### src/rtl/hdmi_timing_pkg.sv
// hdmi_timing_pkg: shared 720p60 timing defaults, widths and pixel type for
// the HDMI timing generator slice.
package hdmi_timing_pkg;

   localparam int unsigned CNT_W = 12;
   localparam int unsigned RGB_W = 24;

   typedef logic [RGB_W-1:0] rgb_t;

   localparam int unsigned H_ACTIVE_720P = 1280;
   localparam int unsigned H_FP_720P     = 110;
   localparam int unsigned H_SYNC_720P   = 40;
   localparam int unsigned H_BP_720P     = 220;
   localparam int unsigned V_ACTIVE_720P = 720;
   localparam int unsigned V_FP_720P     = 5;
   localparam int unsigned V_SYNC_720P   = 5;
   localparam int unsigned V_BP_720P     = 20;

   localparam int unsigned H_TOTAL_720P = H_ACTIVE_720P + H_FP_720P + H_SYNC_720P + H_BP_720P;
   localparam int unsigned V_TOTAL_720P = V_ACTIVE_720P + V_FP_720P + V_SYNC_720P + V_BP_720P;

   // True when lo <= cnt < hi; widened to 32 bits so mixed-width compares stay clean.
   function automatic logic in_range(input logic [CNT_W-1:0] cnt,
                                     input int unsigned lo,
                                     input int unsigned hi);
      return (32'(cnt) >= lo) && (32'(cnt) < hi);
   endfunction

endpackage

### src/rtl/hdmi_timing_gen_timing_counter.sv
// timing_counter: modulo-MOD up-counter with enable, synchronous active-high
// reset and a terminal-count flag (count == MOD-1).
module timing_counter
   import hdmi_timing_pkg::*;
#(
   parameter int unsigned MOD = H_TOTAL_720P
)(
   input  logic             i_clk,
   input  logic             i_reset,
   input  logic             i_en,
   output logic [CNT_W-1:0] o_count,
   output logic             o_tc
);

   logic [CNT_W-1:0] r_count;
   logic             w_tc;

   assign w_tc    = (32'(r_count) == (MOD - 1));
   assign o_count = r_count;
   assign o_tc    = w_tc;

   // Advance when enabled, wrapping to zero after the terminal count.
   always_ff @(posedge i_clk) begin
      if (i_reset) begin
         r_count <= '0;
      end else if (i_en) begin
         r_count <= w_tc ? '0 : r_count + 1'b1;
      end
   end

endmodule

### src/rtl/hdmi_timing_gen.sv
// hdmi_timing_gen: raster timing generator (default 1280x720@60). Exposes the
// scan coordinates to the colour stage and registers rgb/de/hsync/vsync one
// clock later so all encoder-side outputs stay mutually aligned.
// Optional: define HDMI_TIMING_FRAME_START_EN to add the frame_start pulse.
module hdmi_timing_gen
   import hdmi_timing_pkg::*;
#(
   parameter int unsigned H_ACTIVE = H_ACTIVE_720P,
   parameter int unsigned H_FP     = H_FP_720P,
   parameter int unsigned H_SYNC   = H_SYNC_720P,
   parameter int unsigned H_BP     = H_BP_720P,
   parameter int unsigned V_ACTIVE = V_ACTIVE_720P,
   parameter int unsigned V_FP     = V_FP_720P,
   parameter int unsigned V_SYNC   = V_SYNC_720P,
   parameter int unsigned V_BP     = V_BP_720P,
   parameter logic        HS_POL   = 1'b1,
   parameter logic        VS_POL   = 1'b1
)(
   input  logic             clk,
   input  logic             reset,
   output logic [CNT_W-1:0] hcount,
   output logic [CNT_W-1:0] vcount,
   input  logic [RGB_W-1:0] disp_data,
   output logic [RGB_W-1:0] rgb,
   output logic             de,
   output logic             hsync,
`ifdef HDMI_TIMING_FRAME_START_EN
   output logic             vsync,
   output logic             frame_start
`else
   output logic             vsync
`endif
);

   localparam int unsigned H_TOTAL = H_ACTIVE + H_FP + H_SYNC + H_BP;
   localparam int unsigned V_TOTAL = V_ACTIVE + V_FP + V_SYNC + V_BP;

   logic [CNT_W-1:0] w_h_cnt;
   logic [CNT_W-1:0] w_v_cnt;
   logic             w_h_tc;
   logic             w_v_tc;
   logic             w_active;
   logic             w_hs_region;
   logic             w_vs_region;

   rgb_t             r_rgb;
   logic             r_de;
   logic             r_hsync;
   logic             r_vsync;

   timing_counter #(.MOD(H_TOTAL)) u_h_cnt (
      .i_clk   (clk),
      .i_reset (reset),
      .i_en    (1'b1),
      .o_count (w_h_cnt),
      .o_tc    (w_h_tc)
   );

   // The line counter steps only on the last pixel of a line, so both wrap together at frame end.
   timing_counter #(.MOD(V_TOTAL)) u_v_cnt (
      .i_clk   (clk),
      .i_reset (reset),
      .i_en    (w_h_tc),
      .o_count (w_v_cnt),
      .o_tc    (w_v_tc)
   );

   assign hcount = w_h_cnt;
   assign vcount = w_v_cnt;

   assign w_active    = in_range(w_h_cnt, 0, H_ACTIVE) && in_range(w_v_cnt, 0, V_ACTIVE);
   assign w_hs_region = in_range(w_h_cnt, H_ACTIVE + H_FP, H_ACTIVE + H_FP + H_SYNC);
   assign w_vs_region = in_range(w_v_cnt, V_ACTIVE + V_FP, V_ACTIVE + V_FP + V_SYNC);

   // Pixel-side register stage: one clock behind hcount/vcount, blanking forces black.
   always_ff @(posedge clk) begin
      if (reset) begin
         r_de    <= 1'b0;
         r_rgb   <= '0;
         r_hsync <= ~HS_POL;
         r_vsync <= ~VS_POL;
      end else begin
         r_de    <= w_active;
         r_rgb   <= w_active ? disp_data : '0;
         r_hsync <= w_hs_region ? HS_POL : ~HS_POL;
         r_vsync <= w_vs_region ? VS_POL : ~VS_POL;
      end
   end

   assign rgb   = r_rgb;
   assign de    = r_de;
   assign hsync = r_hsync;
   assign vsync = r_vsync;

`ifdef HDMI_TIMING_FRAME_START_EN
   logic r_frame_start;

   // Single-clock marker registered alongside pixel (0,0).
   always_ff @(posedge clk) begin
      if (reset) begin
         r_frame_start <= 1'b0;
      end else begin
         r_frame_start <= (w_h_cnt == '0) && (w_v_cnt == '0);
      end
   end

   assign frame_start = r_frame_start;
`endif

   // Frame end must return both coordinates to the origin on the same edge.
   a_frame_wrap: assert property (@(posedge clk) disable iff (reset)
      (w_h_tc && w_v_tc) |=> ((w_h_cnt == '0) && (w_v_cnt == '0)));

endmodule

### config.mk
export PLATFORM = sky130hd
export DESIGN_NAME = hdmi_timing_gen
export DESIGN_NICKNAME = d
export VERILOG_FILES = /design/src/rtl/hdmi_timing_pkg.sv /design/src/rtl/hdmi_timing_gen_timing_counter.sv /design/src/rtl/hdmi_timing_gen.sv
export SDC_FILE = /design/constraint.sdc
export NUM_CORES = 1
export LEC_CHECK = 0
export CAP_MARGIN = 20
export CORE_MARGIN = 5
export CORE_UTILIZATION = 43
export CTS_BUF_LIST = sky130_fd_sc_hd__clkbuf_16
export DETAILED_ROUTE_END_ITERATION = 16
export GPL_TIMING_DRIVEN = 0
export PLACE_DENSITY = 0.74
export RECOVER_POWER = 100
export SLEW_MARGIN = 0
export SYNTH_ARGS = -nofsm -noshare
export SYNTH_HDL_FRONTEND = slang
export SYNTH_SLANG_ARGS = --single-unit
### constraint.sdc
create_clock -name clk -period 2.45 [get_ports clk]
set_clock_uncertainty 0.1 [all_clocks]
set_input_delay 0.3675 -clock clk [delete_from_list [all_inputs] [get_ports clk]]
set_output_delay 0.3675 -clock clk [all_outputs]
set_load 0.1 [all_outputs]
Yosys cells after proc, flatten, opt, wreduce, memory -nomap -nowiden
Cells that the tools add are included.

Input bits: 26. Output and inout port bits: 51. Register bits: 51. Word-level logic and storage cells: 25.

Eq/ne operators: 2. Add/sub/neg operators: 2. Bitwise gates (word level): 1. Muxes and demuxes: 3. $lt $le $gt $ge: 6. Reduce and logical (&&, ||, !) cells: 5.

Operators with widths (count): adder 12 x 1 -> 12 bit (second input constant) (2); < comparator 12 x 10 -> 1 bit (second input constant) (2); < comparator 12 x 11 -> 1 bit (second input constant) (2); == test 12 x 10 -> 1 bit (second input constant) (1); == test 12 x 11 -> 1 bit (second input constant) (1); greater-or-equal comparator 12 x 10 -> 1 bit (second input constant) (1); greater-or-equal comparator 12 x 11 -> 1 bit (second input constant) (1); 2-to-1 mux 12 bit (1); OR reduction 2 bit (2); logical AND 1 bit (3); 2-to-1 mux 1 bit (2); inverter 1 bit (1).

Logic depth before layout (Yosys ltp)
Depth in word-level cells: 4. Gate-level depth with buffers: 8. Gate-level depth less buffers: 6.

Hierarchy
From an unflattened synthesis, not the netlist that was laid out.

Cells, all modules: 206. Area total of the unflattened synthesis: 2103.3 um^2.

By module, submodules not included: hdmi_timing_gen (seq. area each 540.5 um^2, instances 1, area an instance 949.7 um^2, cells each 79); timing_counter (u_h_cnt) (seq. area each 240.2 um^2, instances 1, area an instance 580.6 um^2, cells each 64); timing_counter (u_v_cnt) (seq. area each 240.2 um^2, instances 1, area an instance 573.0 um^2, cells each 63).

Worst setup path after synthesis
Ideal clock, no wire load.

Path kind: flip-flop to flip-flop. Start: register u_h_cnt.r_count[0], in the netlist u_h_cnt.o_count[0]. End: register u_v_cnt.r_count[7], in the netlist u_v_cnt.o_count[7]. Data arrival time: 2.836 ns. Setup slack: -0.556 ns. Required time: 2.280 ns. Buffers on the path: 1. Clock period less this slack: 3.006 ns. Library setup time: 0.070 ns. Stages on the path, launching flop included: 7. Path through: dfxtp_1 -> ha_1 -> or4b_4 -> or3_1 -> buf_6 -> or4_1 -> a21oi_1.

Cells in the longest elaborated chain, start to end: 1.

RTL lines: from (decl) (RTL line hdmi_timing_gen_timing_counter.sv:15) `logic [CNT_W-1:0] r_count;`; from (signal assigned) (RTL line hdmi_timing_gen_timing_counter.sv:27) `r_count <= w_tc ? '0 : r_count + 1'b1;`; == test 12 x 11 -> 1 bit (RTL line hdmi_timing_gen_timing_counter.sv:18) `assign w_tc = (32'(r_count) == (MOD - 1));`; to (signal assigned) (RTL line hdmi_timing_gen_timing_counter.sv:27); to (decl) (RTL line hdmi_timing_gen_timing_counter.sv:15).

Every way passes these cells. A chain may end at the register's enable or synchronous reset.

Worst setup path after layout
Start: register u_v_cnt.r_count[0], in the netlist u_v_cnt.o_count[0]. End: output vcount[0].

RTL lines: to (decl) (RTL line hdmi_timing_gen.sv:22) `output logic [CNT_W-1:0] vcount,`.

No word-level cell between the ends.

==> results.cfg <==
[clock_network]
numCtsBuffers = 5
clk_latency_ns = 0.28
cts_num_sinks = 51
ctsHoldBuffers = 0
cts_root_buf = clkbuf_16
cts_setup_buffers = 0
postCtsResizedCells = 1
clk_path_buf_depth = 2
clk_pin_slew_worst_paths_ns = 0.06
cts_tree = yes
htreeDepth = 2

[setup_path]
critPathMaxFanout = 7
path_buf_inv = 1
rrSetupSlack_ns = 0.13
crit_chain = clkdlybuf4s50_1
cpLargestDelayFamily = buffers and inverters
r2r_start = u_h_cnt.o_count[1]
cp-start-kind = register
path_class = reg -> out
cp-startpoint = u_v_cnt.o_count[0]
critPathSlowestCell = clkdlybuf4s50_1
cp.depth = 1
required_ns = 1.98
r2r_cells = 7
crit_path_end = vcount[0]
r2r_end = u_v_cnt.o_count[7]
cp_slowest_stage_delay_ns = 1.18
crit_path_end_kind = output pin
crit_arrival_ns = 1.91

[floorplanning]
die_x_um = 79.0
dieHeight_um = 79.0
dieArea_um2 = 6240
core-area_um2 = 4660
ios = 77
row_count = 25
start_util_pct = 43.9

[logic_synthesis]
ys.flop_type = dfxtp_1
synth_top_area_cell = dfxtp_1
yosysSeqAreaShare_pct = 49.9
ys_seq_elements = 51
ys_types = 37
async_reset_ff_share_pct = 0
synth.area.top_cells = dfxtp_1 50%, and2_1 7.9%, nor2_1 3.5%, xor2_1 3.4%, ha_1 3.1%
synth_edf_count = 0
yosysMostFrequentCell = dfxtp_1
syn_area_um2 = 2050
synth_warnings = 0
syn_nets = 248
synth_common_cells = 51 x dfxtp_1, 26 x and2_1, 19 x nor2_1, 13 x nand2_1, 10 x a21oi_1
avgSynthCellArea_um2 = 9.43
synth_top_area_share_pct = 49.9
syn_inst = 217

[sta]
fin_crit_sh_pct = 97.2
setup_viol = 0
worst_slack_ns = 0.0686
rsz0062_at_grt = false
slew-limit-headroom_pct = 22.7
max_freq_mhz = 420
whs_ns = 0.365
fin_crit_ns = 2.38
drv_slew = 0
tightestPinTransition_ns = 1.16
fin_tns_setup_ns = 0
timing_hold_violations_final = 0

[placed_design]
dpl_worst_slack_ns = 0.0599
hpwl_um = 3650
portBuffers = 76
place.gp.congestion = 0.781

[global_routing]
track_usage_pct = 16.1
antenna_found_initial = 0
grt_max_degree = 16
grt_pass1_wl_um = 8000
grt_pass1_vias = 1710
grt_overflow = 0

[detailed_routing]
routedWlPerCell_um = 13.8
dr.pass1.iters = 4
wl_um = 4840
vias = 1776
route.detailed.drc = 0
drt-initial-drc-count = 87
ant_nets = 0
via_per_inst = 5.05

[power_and_ir_drop]
vdd_ir_drop_max_uv = 381
power_density_nw_per_um2 = 628
p_leak_nw = 1.16
finalPower_mw = 1.92

[run]
cap_violations = 0

[cells_and_area]
insertedDiodeCount = 0
multi_input_area_um2 = 960
drive_above_1_share_pct = 9.73
nets = 329
fin_util_pct = 65.4
syn_to_final_growth_pct = 49.0
seqCellArea_um2 = 1040
fillers = 394

[outcome]
outcome = finished, final reports clean

[worst_hold_path]
hp-class = reg -> reg
[layout by cell type, fill, tap and decap left out, types with 2 or more instances in the layout]
cell / Yosys / routed
clkdlybuf4s50_1: 0 / 37
clkbuf_16: 0 / 6
ha_1: 5 / 4
buf_6: 2 / 2
or3_1: 5 / 5
xnor2_1: 5 / 5
dfxtp_1: 51 / 38
o31ai_1: 3 / 3
nor2_1: 19 / 19
xor2_1: 8 / 8
nor4_1: 6 / 6
nand3_1: 9 / 9
inv_1: 7 / 7
and2_1: 26 / 16
nor2b_1: 2 / 2
or4_1: 4 / 4
nand2_1: 13 / 13
clkbuf_1: 8 / 7
nand4b_1: 2 / 2
dfxtp_4: 0 / 3
o21ai_0: 3 / 3
and3_1: 3 / 3
nand3b_1: 2 / 2
nand4_1: 6 / 6
and4_1: 3 / 3
a21oi_1: 10 / 10
dfxtp_2: 0 / 10
a31oi_1: 2 / 2
dlygate4sd3_1: 0 / 37
and2_0: 0 / 10
[worst min path at each step]
stage                        from            endpoint  slack, ns  depth (start not counted)
2_1_floorplan               reset  u_v_cnt.o_count[0]       0.33                          1
3_3_place_gp   u_h_cnt.o_count[0]  u_h_cnt.o_count[0]       0.36                          1
3_5_place_dp   u_h_cnt.o_count[0]  u_h_cnt.o_count[0]       0.36                          1
4_1_cts        u_h_cnt.o_count[0]  u_h_cnt.o_count[0]       0.37                          1
5_1_grt        u_h_cnt.o_count[0]  u_h_cnt.o_count[0]       0.39                          1
6_report       u_h_cnt.o_count[0]  u_h_cnt.o_count[0]       0.36                          1
[cell type report]
class / count / share of cell area [%]
Buffer: 8 / 1.52
Clock buffer: 6 / 4.92
Tap cell: 54 / 2.22
Inverter: 7 / 0.862
Timing Repair Buffer: 76 / 24.5
Sequential cell: 51 / 34.3
Clock inverter: 1 / 0.205
Multi-Input combinational cell: 149 / 31.5
[metrics by stage]
step / instances / instance area (um2)
after global routing: 352 / 3050
after floorplan: 217 / 2090
after global placement: 347 / 2920
after CTS: 354 / 3070
final: 352 / 3050
after detailed placement: 347 / 2920
[layer usage]
layer | GRT usage [%] | share of wire, % | vias to the layer above
met5 | 0 | 0 | -
met4 | 5.67 | 1.1 | 0
met3 | 4.08 | 5.3 | 4
met2 | 28.3 | 53 | 47
met1 | 18.9 | 41 | 813
li1 | - | - | 912
[registers in the layout, summed over array words and instances, names as in the netlist]
signal	cells
rgb	24
u_h_cnt.o_count	12
u_v_cnt.o_count	12
de	1
hsync	1
vsync	1
[where the power goes]
group	switching [mW]	leakage [nW]	total, mW	internal, mW
combinational	0.229	0.657	0.318	0.0887
clock	0.298	0.0784	0.733	0.436
sequential	0.00989	0.426	0.864	0.854
[logic make-up after synthesis]
| family | Yosys count | share of synthesized area (%) |
|---|---|---|
| and+or+nand+nor | 108 | 30.4 |
| adders and majority gates | 5 | 3.06 |
| DFF | 51 | 49.9 |
| AOI/OAI and AO/OA | 23 | 7.21 |
| xor gates and xnor gates | 13 | 5.56 |
| buffers and inverters | 17 | 3.85 |
Power figures use the tool's default switching activity.
